[src/rtl/vga_timing_gen_if.sv]
// Raster timing bundle between vga_timing_gen (master) and the pixel pipeline (slave).
// The frame_cnt signal and the FCW parameter exist only when VGA_FRAME_CNT_EN is defined.
interface vga_timing_gen_if #(
  parameter int CW  = 10
`ifdef VGA_FRAME_CNT_EN
  , parameter int FCW = 8
`endif
);
  logic          pix_ce;
  logic          hsync;
  logic          vsync;
  logic          sync_b;
  logic          blank_b;
  logic [CW-1:0] x;
  logic [CW-1:0] y;
  logic          line_start;
  logic          frame_start;
`ifdef VGA_FRAME_CNT_EN
  logic [FCW-1:0] frame_cnt;

  modport master (input pix_ce, output hsync, vsync, sync_b, blank_b, x, y,
                  line_start, frame_start, frame_cnt);
  modport slave  (output pix_ce, input hsync, vsync, sync_b, blank_b, x, y,
                  line_start, frame_start, frame_cnt);
`else
  modport master (input pix_ce, output hsync, vsync, sync_b, blank_b, x, y,
                  line_start, frame_start);
  modport slave  (output pix_ce, input hsync, vsync, sync_b, blank_b, x, y,
                  line_start, frame_start);
`endif
endinterface

[src/rtl/vga_timing_gen.sv]
// Parametrised VGA raster timing generator with pixel clock enable and DELAY output stages.
// Optional frame counter output enabled by defining VGA_FRAME_CNT_EN.
module vga_timing_gen #(
  parameter int CW      = 10,
  parameter int HACTIVE = 640,
  parameter int HFP     = 16,
  parameter int HSYN    = 96,
  parameter int HBP     = 48,
  parameter int VACTIVE = 480,
  parameter int VFP     = 11,
  parameter int VSYN    = 2,
  parameter int VBP     = 32,
  parameter bit HS_POL  = 1'b0,
  parameter bit VS_POL  = 1'b0,
  parameter int DELAY   = 0,
  parameter int FCW     = 8
) (
  input  logic           vgaclk,
  input  logic           reset,
  vga_timing_gen_if.master vga
);

  localparam int HMAX = HACTIVE + HFP + HSYN + HBP;
  localparam int VMAX = VACTIVE + VFP + VSYN + VBP;

  // Decode thresholds carry one extra bit so HMAX == 2**CW still compares correctly.
  localparam logic [CW:0]   HACT_C     = (CW+1)'(HACTIVE);
  localparam logic [CW:0]   HS_START_C = (CW+1)'(HACTIVE + HFP);
  localparam logic [CW:0]   HS_END_C   = (CW+1)'(HACTIVE + HFP + HSYN);
  localparam logic [CW:0]   VACT_C     = (CW+1)'(VACTIVE);
  localparam logic [CW:0]   VS_START_C = (CW+1)'(VACTIVE + VFP);
  localparam logic [CW:0]   VS_END_C   = (CW+1)'(VACTIVE + VFP + VSYN);
  localparam logic [CW-1:0] H_LAST_C   = CW'(HMAX - 1);
  localparam logic [CW-1:0] V_LAST_C   = CW'(VMAX - 1);

  if (HMAX > (2 ** CW)) begin : g_hmax_chk
    $error("vga_timing_gen: HMAX does not fit in CW bits");
  end
  if (VMAX > (2 ** CW)) begin : g_vmax_chk
    $error("vga_timing_gen: VMAX does not fit in CW bits");
  end
  if ((DELAY < 0) || (DELAY > 3)) begin : g_delay_chk
    $error("vga_timing_gen: DELAY must be 0..3");
  end
  if (FCW < 1) begin : g_fcw_chk
    $error("vga_timing_gen: FCW must be at least 1");
  end

  typedef struct packed {
    logic          hsync;
    logic          vsync;
    logic          sync_b;
    logic          blank_b;
    logic [CW-1:0] x;
    logic [CW-1:0] y;
    logic          line_start;
    logic          frame_start;
`ifdef VGA_FRAME_CNT_EN
    logic [FCW-1:0] frame_cnt;
`endif
  } stage_t;

  function automatic stage_t rst_stage();
    stage_t s;
    s.hsync       = ~HS_POL;
    s.vsync       = ~VS_POL;
    s.sync_b      = 1'b1;
    s.blank_b     = 1'b0;
    s.x           = {CW{1'b0}};
    s.y           = {CW{1'b0}};
    s.line_start  = 1'b0;
    s.frame_start = 1'b0;
`ifdef VGA_FRAME_CNT_EN
    s.frame_cnt   = {FCW{1'b0}};
`endif
    return s;
  endfunction

  logic [CW-1:0] h_r;
  logic [CW-1:0] v_r;
  logic [CW-1:0] h_nxt_s;
  logic [CW-1:0] v_nxt_s;
  logic          hs_act_s;
  logic          vs_act_s;
  stage_t        dec_s;
  stage_t        stage_r [0:DELAY];
`ifdef VGA_FRAME_CNT_EN
  logic [FCW-1:0] fcount_r;
`endif

  // Raster position next-state: wrap h at end of line, step v on each wrap.
  always_comb begin
    h_nxt_s = h_r + CW'(1);
    v_nxt_s = v_r;
    if (h_r == H_LAST_C) begin
      h_nxt_s = {CW{1'b0}};
      if (v_r == V_LAST_C) begin
        v_nxt_s = {CW{1'b0}};
      end else begin
        v_nxt_s = v_r + CW'(1);
      end
    end else begin
      h_nxt_s = h_r + CW'(1);
    end
  end

  // Raster position counters, advancing on enabled pixel edges.
  always_ff @(posedge vgaclk or posedge reset) begin
    if (reset) begin
      h_r <= {CW{1'b0}};
      v_r <= {CW{1'b0}};
    end else if (vga.pix_ce) begin
      h_r <= h_nxt_s;
      v_r <= v_nxt_s;
    end
  end

  // Decode of the current position into the first pipeline stage contents.
  always_comb begin
    hs_act_s          = ({1'b0, h_r} >= HS_START_C) && ({1'b0, h_r} < HS_END_C);
    vs_act_s          = ({1'b0, v_r} >= VS_START_C) && ({1'b0, v_r} < VS_END_C);
    dec_s             = rst_stage();
    dec_s.hsync       = hs_act_s ? HS_POL : ~HS_POL;
    dec_s.vsync       = vs_act_s ? VS_POL : ~VS_POL;
    dec_s.sync_b      = ~(hs_act_s | vs_act_s);
    dec_s.blank_b     = ({1'b0, h_r} < HACT_C) && ({1'b0, v_r} < VACT_C);
    dec_s.x           = h_r;
    dec_s.y           = v_r;
    dec_s.line_start  = (h_r == {CW{1'b0}});
    dec_s.frame_start = (h_r == {CW{1'b0}}) && (v_r == {CW{1'b0}});
`ifdef VGA_FRAME_CNT_EN
    // Count only changes alongside frame_start; otherwise the stage keeps its value.
    if (dec_s.frame_start) begin
      dec_s.frame_cnt = fcount_r;
    end else begin
      dec_s.frame_cnt = stage_r[0].frame_cnt;
    end
`endif
  end

`ifdef VGA_FRAME_CNT_EN
  // Frames started so far; the first frame_start after reset shows zero.
  always_ff @(posedge vgaclk or posedge reset) begin
    if (reset) begin
      fcount_r <= {FCW{1'b0}};
    end else if (vga.pix_ce && dec_s.frame_start) begin
      fcount_r <= fcount_r + FCW'(1);
    end
  end
`endif

  // Decode stage followed by DELAY alignment stages, all moving together on pix_ce.
  always_ff @(posedge vgaclk or posedge reset) begin
    if (reset) begin
      for (int i = 0; i <= DELAY; i++) begin
        stage_r[i] <= rst_stage();
      end
    end else if (vga.pix_ce) begin
      stage_r[0] <= dec_s;
      for (int i = 1; i <= DELAY; i++) begin
        stage_r[i] <= stage_r[i-1];
      end
    end
  end

  assign vga.hsync       = stage_r[DELAY].hsync;
  assign vga.vsync       = stage_r[DELAY].vsync;
  assign vga.sync_b      = stage_r[DELAY].sync_b;
  assign vga.blank_b     = stage_r[DELAY].blank_b;
  assign vga.x           = stage_r[DELAY].x;
  assign vga.y           = stage_r[DELAY].y;
  assign vga.line_start  = stage_r[DELAY].line_start;
  assign vga.frame_start = stage_r[DELAY].frame_start;
`ifdef VGA_FRAME_CNT_EN
  assign vga.frame_cnt   = stage_r[DELAY].frame_cnt;
`endif

endmodule

[src/flat_wrapper.sv]
// flat-port wrapper written by rule: the top's interface ports become plain ports
module vga_timing_gen_flat 
#(
  parameter int CW      = 10,
  parameter int HACTIVE = 640,
  parameter int HFP     = 16,
  parameter int HSYN    = 96,
  parameter int HBP     = 48,
  parameter int VACTIVE = 480,
  parameter int VFP     = 11,
  parameter int VSYN    = 2,
  parameter int VBP     = 32,
  parameter bit HS_POL  = 1'b0,
  parameter bit VS_POL  = 1'b0,
  parameter int DELAY   = 0,
  parameter int FCW     = 8
)
  (vgaclk, reset, vga_pix_ce, vga_hsync, vga_vsync, vga_sync_b, vga_blank_b, vga_x, vga_y, vga_line_start, vga_frame_start);
  vga_timing_gen_if #(.CW(CW)) vga_i ();
  input  logic vgaclk;
  input  logic reset;
  input wire logic [$bits(vga_i.pix_ce)-1:0] vga_pix_ce;
  output wire logic [$bits(vga_i.hsync)-1:0] vga_hsync;
  output wire logic [$bits(vga_i.vsync)-1:0] vga_vsync;
  output wire logic [$bits(vga_i.sync_b)-1:0] vga_sync_b;
  output wire logic [$bits(vga_i.blank_b)-1:0] vga_blank_b;
  output wire logic [$bits(vga_i.x)-1:0] vga_x;
  output wire logic [$bits(vga_i.y)-1:0] vga_y;
  output wire logic [$bits(vga_i.line_start)-1:0] vga_line_start;
  output wire logic [$bits(vga_i.frame_start)-1:0] vga_frame_start;
  assign vga_i.pix_ce = vga_pix_ce;
  assign vga_hsync = vga_i.hsync;
  assign vga_vsync = vga_i.vsync;
  assign vga_sync_b = vga_i.sync_b;
  assign vga_blank_b = vga_i.blank_b;
  assign vga_x = vga_i.x;
  assign vga_y = vga_i.y;
  assign vga_line_start = vga_i.line_start;
  assign vga_frame_start = vga_i.frame_start;
  vga_timing_gen #(.CW(CW), .HACTIVE(HACTIVE), .HFP(HFP), .HSYN(HSYN), .HBP(HBP), .VACTIVE(VACTIVE), .VFP(VFP), .VSYN(VSYN), .VBP(VBP), .HS_POL(HS_POL), .VS_POL(VS_POL), .DELAY(DELAY), .FCW(FCW)) u_core (.vgaclk(vgaclk), .reset(reset), .vga(vga_i));
endmodule
[config.mk]
export PLATFORM = sky130hd
export DESIGN_NAME = vga_timing_gen_flat
export DESIGN_NICKNAME = d
export VERILOG_FILES = /design/src/rtl/vga_timing_gen_if.sv /design/src/rtl/vga_timing_gen.sv /design/src/flat_wrapper.sv
export SDC_FILE = /design/constraint.sdc
export NUM_CORES = 1
export LEC_CHECK = 0
export ABC_CLOCK_PERIOD_IN_PS = 6100
export BUFFER_PORTS_ARGS = -buffer_cell sky130_fd_sc_hd__buf_2
export CAP_MARGIN = 20
export CORE_UTILIZATION = 61
export DETAILED_ROUTE_END_ITERATION = 12
export PLACE_DENSITY = 0.84
export SYNTH_ARGS = -nofsm -noshare
export SYNTH_HDL_FRONTEND = slang
export SYNTH_SLANG_ARGS = --single-unit
[constraint.sdc]
create_clock -name vgaclk -period 6.1 [get_ports vgaclk]
set_clock_uncertainty 0.2 [all_clocks]
set_input_delay 1.22 -clock vgaclk [delete_from_list [all_inputs] [get_ports vgaclk]]
set_output_delay 1.22 -clock vgaclk [all_outputs]
set_load 0.01 [all_outputs]
---- Word-level counts from Yosys, hierarchy flattened ----
Index checks and enable logic that the tools add are counted.
operators by class
  reduce and logical (&&, ||, !) cells .... 7
  eq/ne operators ......................... 2
  muxes and demuxes ....................... 4
  add/subtract/negate cells ............... 2
  $lt $le $gt $ge ......................... 6
  bitwise gates (word level) .............. 2
operator list
  cell                     number
  $add A10 B1 Y10 const B  2
  $eq A10 B10 Y1 const B   2
  $logic_not A10 Y1        2
  $lt A10 B10 Y1 const B   2
  $lt A10 B9 Y1 const B    2
  $mux W10                 2
  $ge A10 B10 Y1 const B   1
  $ge A10 B9 Y1 const B    1
  $logic_and A1 B1 Y1      4
  $mux W1                  2
  $reduce_and A2 Y1        1
  $not A1 Y1               1
  $or A1 B1 Y1             1
word-level totals
  register bits ........................... 46
  output and inout port bits .............. 26

---- Longest topological paths before layout ----
Gate-level depths: netlist of the first run.
  depth in word-level cells ............... 4
  gate-level depth with buffers ........... 7

---- Least setup slack after synthesis of the first run ----
Ideal clock, no wire load.
  path type ............................... input port to flip-flop
  from .................................... in vga_pix_ce
  to ...................................... reg u_core.v_r[9]
  stages .................................. 5
  arrival ................................. 2.534 ns
  buffers on the path ..................... 1
  path slack .............................. 3.280 ns
  cell sequence ........................... nand4_1 -> or3_1 -> buf_6 -> or4_4 -> o221ai_2
between the ends
  word-level cells in the longest chain between the ends .. 1
ends and longest elaborated chain
  item                                line                   text
  from (decl)                         flat_wrapper.sv:22     input wire logic [$bits(vga_i.pix_ce)-1:0] vga_pix_ce;
  $reduce_and A2 Y1 (no source line)  -
  to (signal assigned)                vga_timing_gen.sv:111  v_r <= {CW{1'b0}};
  to (signal assigned)                vga_timing_gen.sv:114  v_r <= v_nxt_s;
  to (decl)                           vga_timing_gen.sv:80   logic [CW-1:0] v_r;
No other way between the ends.
A chain may end at the register's enable or synchronous reset.

---- Worst setup path in the final report of the first run ----
Same ends and word-level chain as after synthesis.

==> reports/results.txt, run 1 <==
The tools report the core area as 3360 µm². The via count was 1552. Setup repair after global routing left no endpoint under its margin. Post-CTS repair changed the size of 0 cells.

The signal arrival time at the worst endpoint is 3470 ps. The logs give 0.000190 V for the peak supply drop and 2800 µm for the placed wire-length estimate. Total number of clock tree sinks: 46. Cell internal power was estimated by the tool at 0.450 mW. Overall power consumption after layout is estimated at 0.642 mW.

The tools report the switching component of the power as 0.191 mW. The total number of nets in the final design was 220; the placed instance area was 2300 µm². Setup violations remaining at the end of the flow were counted as 0. Startpoint-to-endpoint class of the critical path: in -> reg. The portion of the clock cycle consumed by the worst path in the final layout was 0.555; the leakage power total was 1.07 nW. The number of hold buffers added after CTS was 0.

The worst hold margin is 297 ps, and the filler cell count in the final layout is 272. The multiplexer share of the synthesized area is 0.120. The number of buffer cells added on primary ports is 28, and the yosys synthesis warning count is 0. The share of synthesized cell area in and, or, nand and nor gates was 0.154.

The count of state elements after synthesis is 46. The first-pass iteration count of the detailed router came out at 4. The timing-limited maximum frequency was 295 MHz.

The dominant combinational cell family by area after synthesis is simple AND/OR/NAND/NOR gates. The worst-path maximum fanout is 39. For this block, the initial DRC count from the detailed router was 77. The worst setup path is captured at a flip-flop. The switching part of the total is 0.298, and the largest net degree at the start of global routing is 47. The netlist uses 39 different library cells. Summed over all failing endpoints, the final setup total negative slack is 0 ps. Routability-driven placement finished with a final weighted congestion of 0.864. The post-detailed-route wirelength per cell works out to 15.2 µm.

The source-to-sink clock delay at the later pin of the worst-skew pair was 370 ps; the sum of routed wire length over all layers was 3950 µm. The tools report the worst slew slack as a fraction of its limit as 0.510. The proportion of power drawn by the clock network came out at 0.230. Cell area after technology mapping: 2150 µm². For the pin with the worst max-slew slack, the measured transition is 734 ps. The startpoint type of the worst setup path is an input pin. The floorplan has 21 rows.

Level count of the clock H-tree: 2. Relative to the synthesized area, the layout overhead comes to 9.48%. The most used flip-flop cell after synthesis is dfrtp_1. For the worst setup path, the data required time is 6180 ps.

The minimum clock period after layout is 3390 ps, and the power per standard cell area is 272 nW/µm². The hold violation total from the final report is 0. The run finished with clean final reports. The total routing resource utilization after global routing is 0.239, and the number of remaining DRC errors is 0. The part of the power in combinational logic was 0.172. Yosys mapped a number of flops with a built-in enable equal to 0. Root buffer cell: clkbuf_4.

The tools report the die area as 3770 µm². The die outline height was 61.4 µm. The part of the Yosys area used for sequential elements was 0.537; the starting density of the core was 0.640. The run gives 186 as the number of instances in the synthesized netlist. Number of nets still failing antenna checks after routing: 0. The tools report the wire length of the first global-routing pass as 6500 µm. The horizontal extent of the die came out at 61.4 µm.

Across the run, the number of max-cap violations was 0. Each instance of the synthesized netlist takes up on average 11.6 µm². The number of nets in the synthesized netlist was 194. The area share of xor/xnor cells in the synthesized design is 0.0366. Clock transition at the registers of the reported paths: 110 ps. The run gives 0 as the post-CTS setup repair buffer count. The logs give 259 for the final instance count without filler cells and 5 for the number of buffers created by CTS. The placed cell count was 251. The tightest min-delay check is of the reg -> reg type. The fraction of registers with async set or reset after synthesis was 1.00. The fraction of final layout cells sized beyond drive strength 1 came out at 0.315. The routed via count divided by cell count was 5.99.

The final count of pins violating max slew is 0, and the area fraction in compound gates after synthesis is 0.0832. TritonCTS built the clock tree. The number of antenna violations at the first check in global routing came out at 0. The design area came out at 2350 µm². The total global routing overflow was 0. The adder-cell area share of the yosys netlist is 0.0291, and the maximum clock insertion buffer count is 2. 0 antenna diodes ended up in the layout. The logs give 0.598 for the part of the total power dissipated in sequential elements and 29 for the count of pins on the block boundary. The number of global-route vias before repair is 1387.
cells in the mapped netlist (4+ instances only):
cell type / n / area, µm²
xor2_1: 4 / 35.0
nor3_1: 6 / 30.0
mux2_2: 23 / 259
clkbuf_1: 5 / 18.8
nor2_1: 6 / 22.5
a21oi_1: 6 / 30.0
ha_1: 5 / 62.6
nor4_1: 4 / 25.0
inv_1: 7 / 26.3
nand2_1: 14 / 52.6
dfrtp_1: 43 / 1080
o31ai_1: 4 / 30.0
xnor2_1: 5 / 43.8
o21ai_0: 4 / 20.0
nand3_1: 8 / 40.0
nand4_1: 6 / 37.5
kinds of logic (layout without fill, tap and decap cells):
group	count (synthesis)	after routing
buffers and inverters	17	44
adder cells (fa/ha/maj)	5	5
XOR/XNOR	9	9
AO/OA/AOI/OAI	25	25
flip-flops	46	46
AND/OR/NAND/NOR	61	61
multiplexers	23	23
layout make-up:
class,count,area [µm²],share of cell area
inverter,7,26.3,0.0112
clock buffer,8,58.8,0.0250
timing repair buffer,29,148,0.0627
tap,46,57.6,0.0244
multi-input combinational,123,910,0.386
sequential,46,1150,0.490
worst max-delay path, stage by stage:
cell and delay [ps]:
buf_2 560, nand4_1 350, or3_1 570, or4_4 590
o221ai_2 160
state kept, by name, summed over array words and instances, names as in the netlist:
signal	flops
u_core.h_r	10
u_core.v_r	10
u_core.vga.blank_b	1
u_core.vga.frame_start	1
u_core.vga.hsync	1
u_core.vga.line_start	1
u_core.vga.sync_b	1
u_core.vga.vsync	1
u_core.vga.x	10
u_core.vga.y	10
per-stage QoR:
step           worst slack, ps  utilization
4_1_cts                   2730        0.700
3_5_place_dp              2360        0.683
2_1_floorplan             3280            -
3_3_place_gp              2400        0.683
6_report                  2710        0.700
5_1_grt                   2550        0.700
cell usage in the layout, fill, tap and decap left out, types with 2 or more instances in the layout:
cell type	instances
o31ai_1	4
a21oi_1	6
dfrtp_1	43
nand2_1	14
nor2b_1	2
nor4_1	4
inv_1	6
clkbuf_1	2
dfstp_2	3
xnor2_1	5
xor2_1	4
nand2b_1	3
clkbuf_4	5
buf_2	28
nand4_1	6
o21ai_0	4
nor2_1	6
and3_1	3
nor3_1	6
or3_1	2
ha_1	5
mux2_2	23
nand3_1	8
o2bb2ai_1	3
path summary, 6_finish.rpt:
kind | start | endpoint | slack [ps] | cells past startpoint
worst max-delay path | vga_pix_ce | u_core.v_r[9]$_DFFE_PP0P_ | 2710 | 5
worst min-delay path | u_core.vga.sync_b$_DFFE_PP1P_ | u_core.vga.sync_b$_DFFE_PP1P_ | 300 | 2
worst max register to register | u_core.h_r[0]$_DFFE_PP0P_ | u_core.v_r[9]$_DFFE_PP0P_ | 3480 | 5
worst min register to register | u_core.vga.sync_b$_DFFE_PP1P_ | u_core.vga.sync_b$_DFFE_PP1P_ | 300 | 2
max in group asynchronous | reset | u_core.vga.sync_b$_DFFE_PP1P_ | 4530 | 3
min in group asynchronous | reset | u_core.v_r[8]$_DFFE_PP0P_ | 770 | 3
metal layers:
metal | part of all wire | global-route usage | wire length, µm
met1 | 0.44 | 0.327 | 1720
met3 | 0.043 | 0.0567 | 168
met2 | 0.51 | 0.377 | 2000
met4 | 0.015 | 0.0857 | 59
met5 | 0 | 0 | 0
power groups by stage:
stage	Sequential [mW]	Combinational, mW	Clock, mW
floorplan	0.376	0.0994	0
global placement	0.386	0.106	0
detailed placement	0.389	0.111	0
CTS	0.383	0.111	0.151
global route	0.392	0.124	0.162
finish	0.383	0.110	0.148
(Power assumes the default switching activity.)
==> run 2: changes to the inputs <==
Settings changed: ABC_CLOCK_PERIOD_IN_PS 6100 to 3500, CORE_UTILIZATION 61 to 56, PLACE_DENSITY 0.84 to 0.78.
Clock period 6.1 ns to 3.5 ns, I/O delays scaled along.
==> reports/results.txt, run 2 (synthesis results as in run 1) <==
Setup repair after global routing left no endpoint under its margin. The largest single stage delay on the critical path is 590 ps. The starting density of the core was 0.587; the core area was 3660 µm². The number of DRC violations after detailed-routing iteration 0 came out at 76. For the post-CTS resize count, the log shows 0.

In this run the core area contains 22 standard-cell rows. The run finished with clean final reports. The worst register-to-register path ends at u_core.v_r[9]$_DFFE_PP0P_. Maximum clock insertion buffer count: 2. Setup violations remaining at the end of the flow were counted as 0. The run gives 2 as the level count of the clock H-tree.

The number of antenna violations at the first check in global routing was 0. The first global-routing pass estimated 6890 µm of wire. The number of cells on the worst reg-to-reg path is 5. 29 I/O pins were placed. The die covers 4090 µm².

The placed instance area was 2310 µm²; the horizontal extent of the die was 64.0 µm. Max-cap violations in this run came to 0. Summed over all layers, the global routing overflow is 0.

The total design power is 1.18 mW. The startpoint identified for the worst register-to-register timing path is u_core.h_r[0]$_DFFE_PP0P_. Total number of clock tree sinks: 46.

The most common cell after layout, fill and taps aside was dfrtp_1. Detailed placement finished with a half-perimeter wire length of 2870 µm. The leakage power total was 1.09 nW. Data required time of the worst path: 3520 ps.

Filler cell count in the final layout: 288. Start point of the critical path: u_core.h_r[0]$_DFFE_PP0P_. The run gives 1501 as the number of global-route vias before repair.

The startpoint type of the worst setup path was a flip-flop. For the sum of routed wire length over all layers, the log shows 4040 µm. The critical path in this run is classified as reg -> reg.

The layout-stage area growth over the synthesis result was 11.2%; the hold violation total from the final report was 0. The run gives 0.555 as the worst slew slack as a fraction of its limit. TritonCTS built the clock tree. The signal on the critical path passes through ha_1 -> nand4b_1 -> or3_1 -> or4_4 -> o221ai_2. The number of hold-repair buffers added at the cts stage is 0. Clock tree synthesis selected as its root buffer the cell clkbuf_8. The library cells used most frequently in the layout, excluding fill and tap cells, are dfrtp_1 (43), buf_2 (28), mux2_2 (23), nand2_1 (14), nand3_1 (8).

Power spread over the standard cell area amounts to 493 nW/µm². For the placer congestion estimate, the log shows 0.866. The finished layout holds 262 standard cells, fillers aside. The tools report the signal arrival time at the worst endpoint as 2620 ps. After detailed routing, the number of vias per cell comes to 5.79. The run gives 254 as the placed cell count.

In the final routed layout, each cell accounts on average for 15.4 µm. Entering global routing, the biggest net connects 39 pins. Of all nets on the critical path, the largest fanout is 10. In this run the vertical extent of the chip is 64.0 µm. The sequential cells in the finished layout cover a total of 1150 µm². The fraction of final layout cells sized beyond drive strength 1 came out at 0.322. The logs give 0.223 for the total routing resource utilization after global routing and 1517 for the via count. The source-to-sink clock delay at the later pin of the worst-skew pair came out at 300 ps. STA classifies the critical path endpoint as a flip-flop.

Design area: 2390 µm². Subtracting the final worst setup slack from the clock period gives 2590 ps. The count of buffers added on input and output ports is 28. The type of the most critical hold path was in -> async. The most critical setup path has its endpoint at u_core.v_r[9]$_DFFE_PP0P_. The clock transition at the registers of the reported paths was 80 ps. In the final layout, the multi-input gates occupy 910 µm². Once detail routing completed, the nets flagged for antenna violations numbered 0. The number of antenna diodes in the final layout is 0. Peak supply drop: 0.000273 V. The logs give 0 ps for the total negative slack for setup checks and 0 for the post-CTS setup repair buffer count.

In this run, CTS created clock tree buffers numbering 5. The setup check on the worst reg-to-reg path leaves a slack of 910 ps. For this design, the slowest cell found on the critical path is or3_1.

The final layout contains 221 nets. The portion of the clock cycle consumed by the worst path in the final layout was 0.741. Derived from the worst setup path, the maximum achievable clock frequency is 386 MHz. The number of remaining DRC errors is 0. The final count of pins violating max slew is 0. The measured slew at the worst slew-check pin is 650 ps, and the first-pass iteration count of the detailed router is 4.
run 2: cell count changes in the layout (fill, tap and decap cells not counted), sizes merged:
cell / delta
clkbuf: -2
clkinv: +2
buf: +1
run 2: layout make-up:
type | count | area share
tap | 48 | 0.0251
clock buffer | 6 | 0.0303
inverter | 7 | 0.0110
clock inverter | 2 | 0.00575
sequential | 46 | 0.483
timing repair buffer | 30 | 0.0649
multi-input combinational | 123 | 0.380
run 2: worst max-delay path: cells and delay by family, from the launching register on:
family	cells	cell delay (ps)
simple gates	3	1440
flops	1	450
fa+ha+maj	1	280
compound gates	1	150
run 2: layer usage:
layer | vias up | GRT usage | wire, µm
li1 | 722 | - | -
met1 | 762 | 0.269 | 1830
met2 | 27 | 0.380 | 2020
met3 | 6 | 0.0536 | 134
met4 | 0 | 0.0938 | 61
met5 | - | 0 | 0
run 2: worst min-delay path by stage:
| stage | startpoint | to | slack, ps | cells after the start |
|---|---|---|---|---|
| after floorplan | u_core.v_r[7]$_DFFE_PP0P_ | u_core.v_r[7]$_DFFE_PP0P_ | 270 | 1 |
| after global placement | u_core.vga.frame_start$_DFFE_PP0P_ | u_core.vga.frame_start$_DFFE_PP0P_ | 270 | 1 |
| after detailed placement | u_core.vga.sync_b$_DFFE_PP1P_ | u_core.vga.sync_b$_DFFE_PP1P_ | 270 | 2 |
| after CTS | reset | u_core.vga.y[9]$_DFFE_PP0P_ | 210 | 2 |
| after global routing | reset | u_core.vga.y[9]$_DFFE_PP0P_ | 250 | 2 |
| final | reset | u_core.vga.y[9]$_DFFE_PP0P_ | 200 | 2 |
run 2: per-stage QoR:
step            util  setup WS (ps)  hold WS, ps
2_1_floorplan      -           1200          272
3_3_place_gp   0.630           1000          266
3_5_place_dp   0.630            917          273
4_1_cts        0.653            930          215
5_1_grt        0.653            813          247
6_report       0.653            907          202
run 2: power by group:
| part | internal, mW | total, mW | leakage (nW) | switching (mW) |
|---|---|---|---|---|
| logic | 0.0921 | 0.193 | 0.476 | 0.101 |
| registers | 0.594 | 0.672 | 0.570 | 0.0774 |
| clock network | 0.141 | 0.316 | 0.0452 | 0.175 |
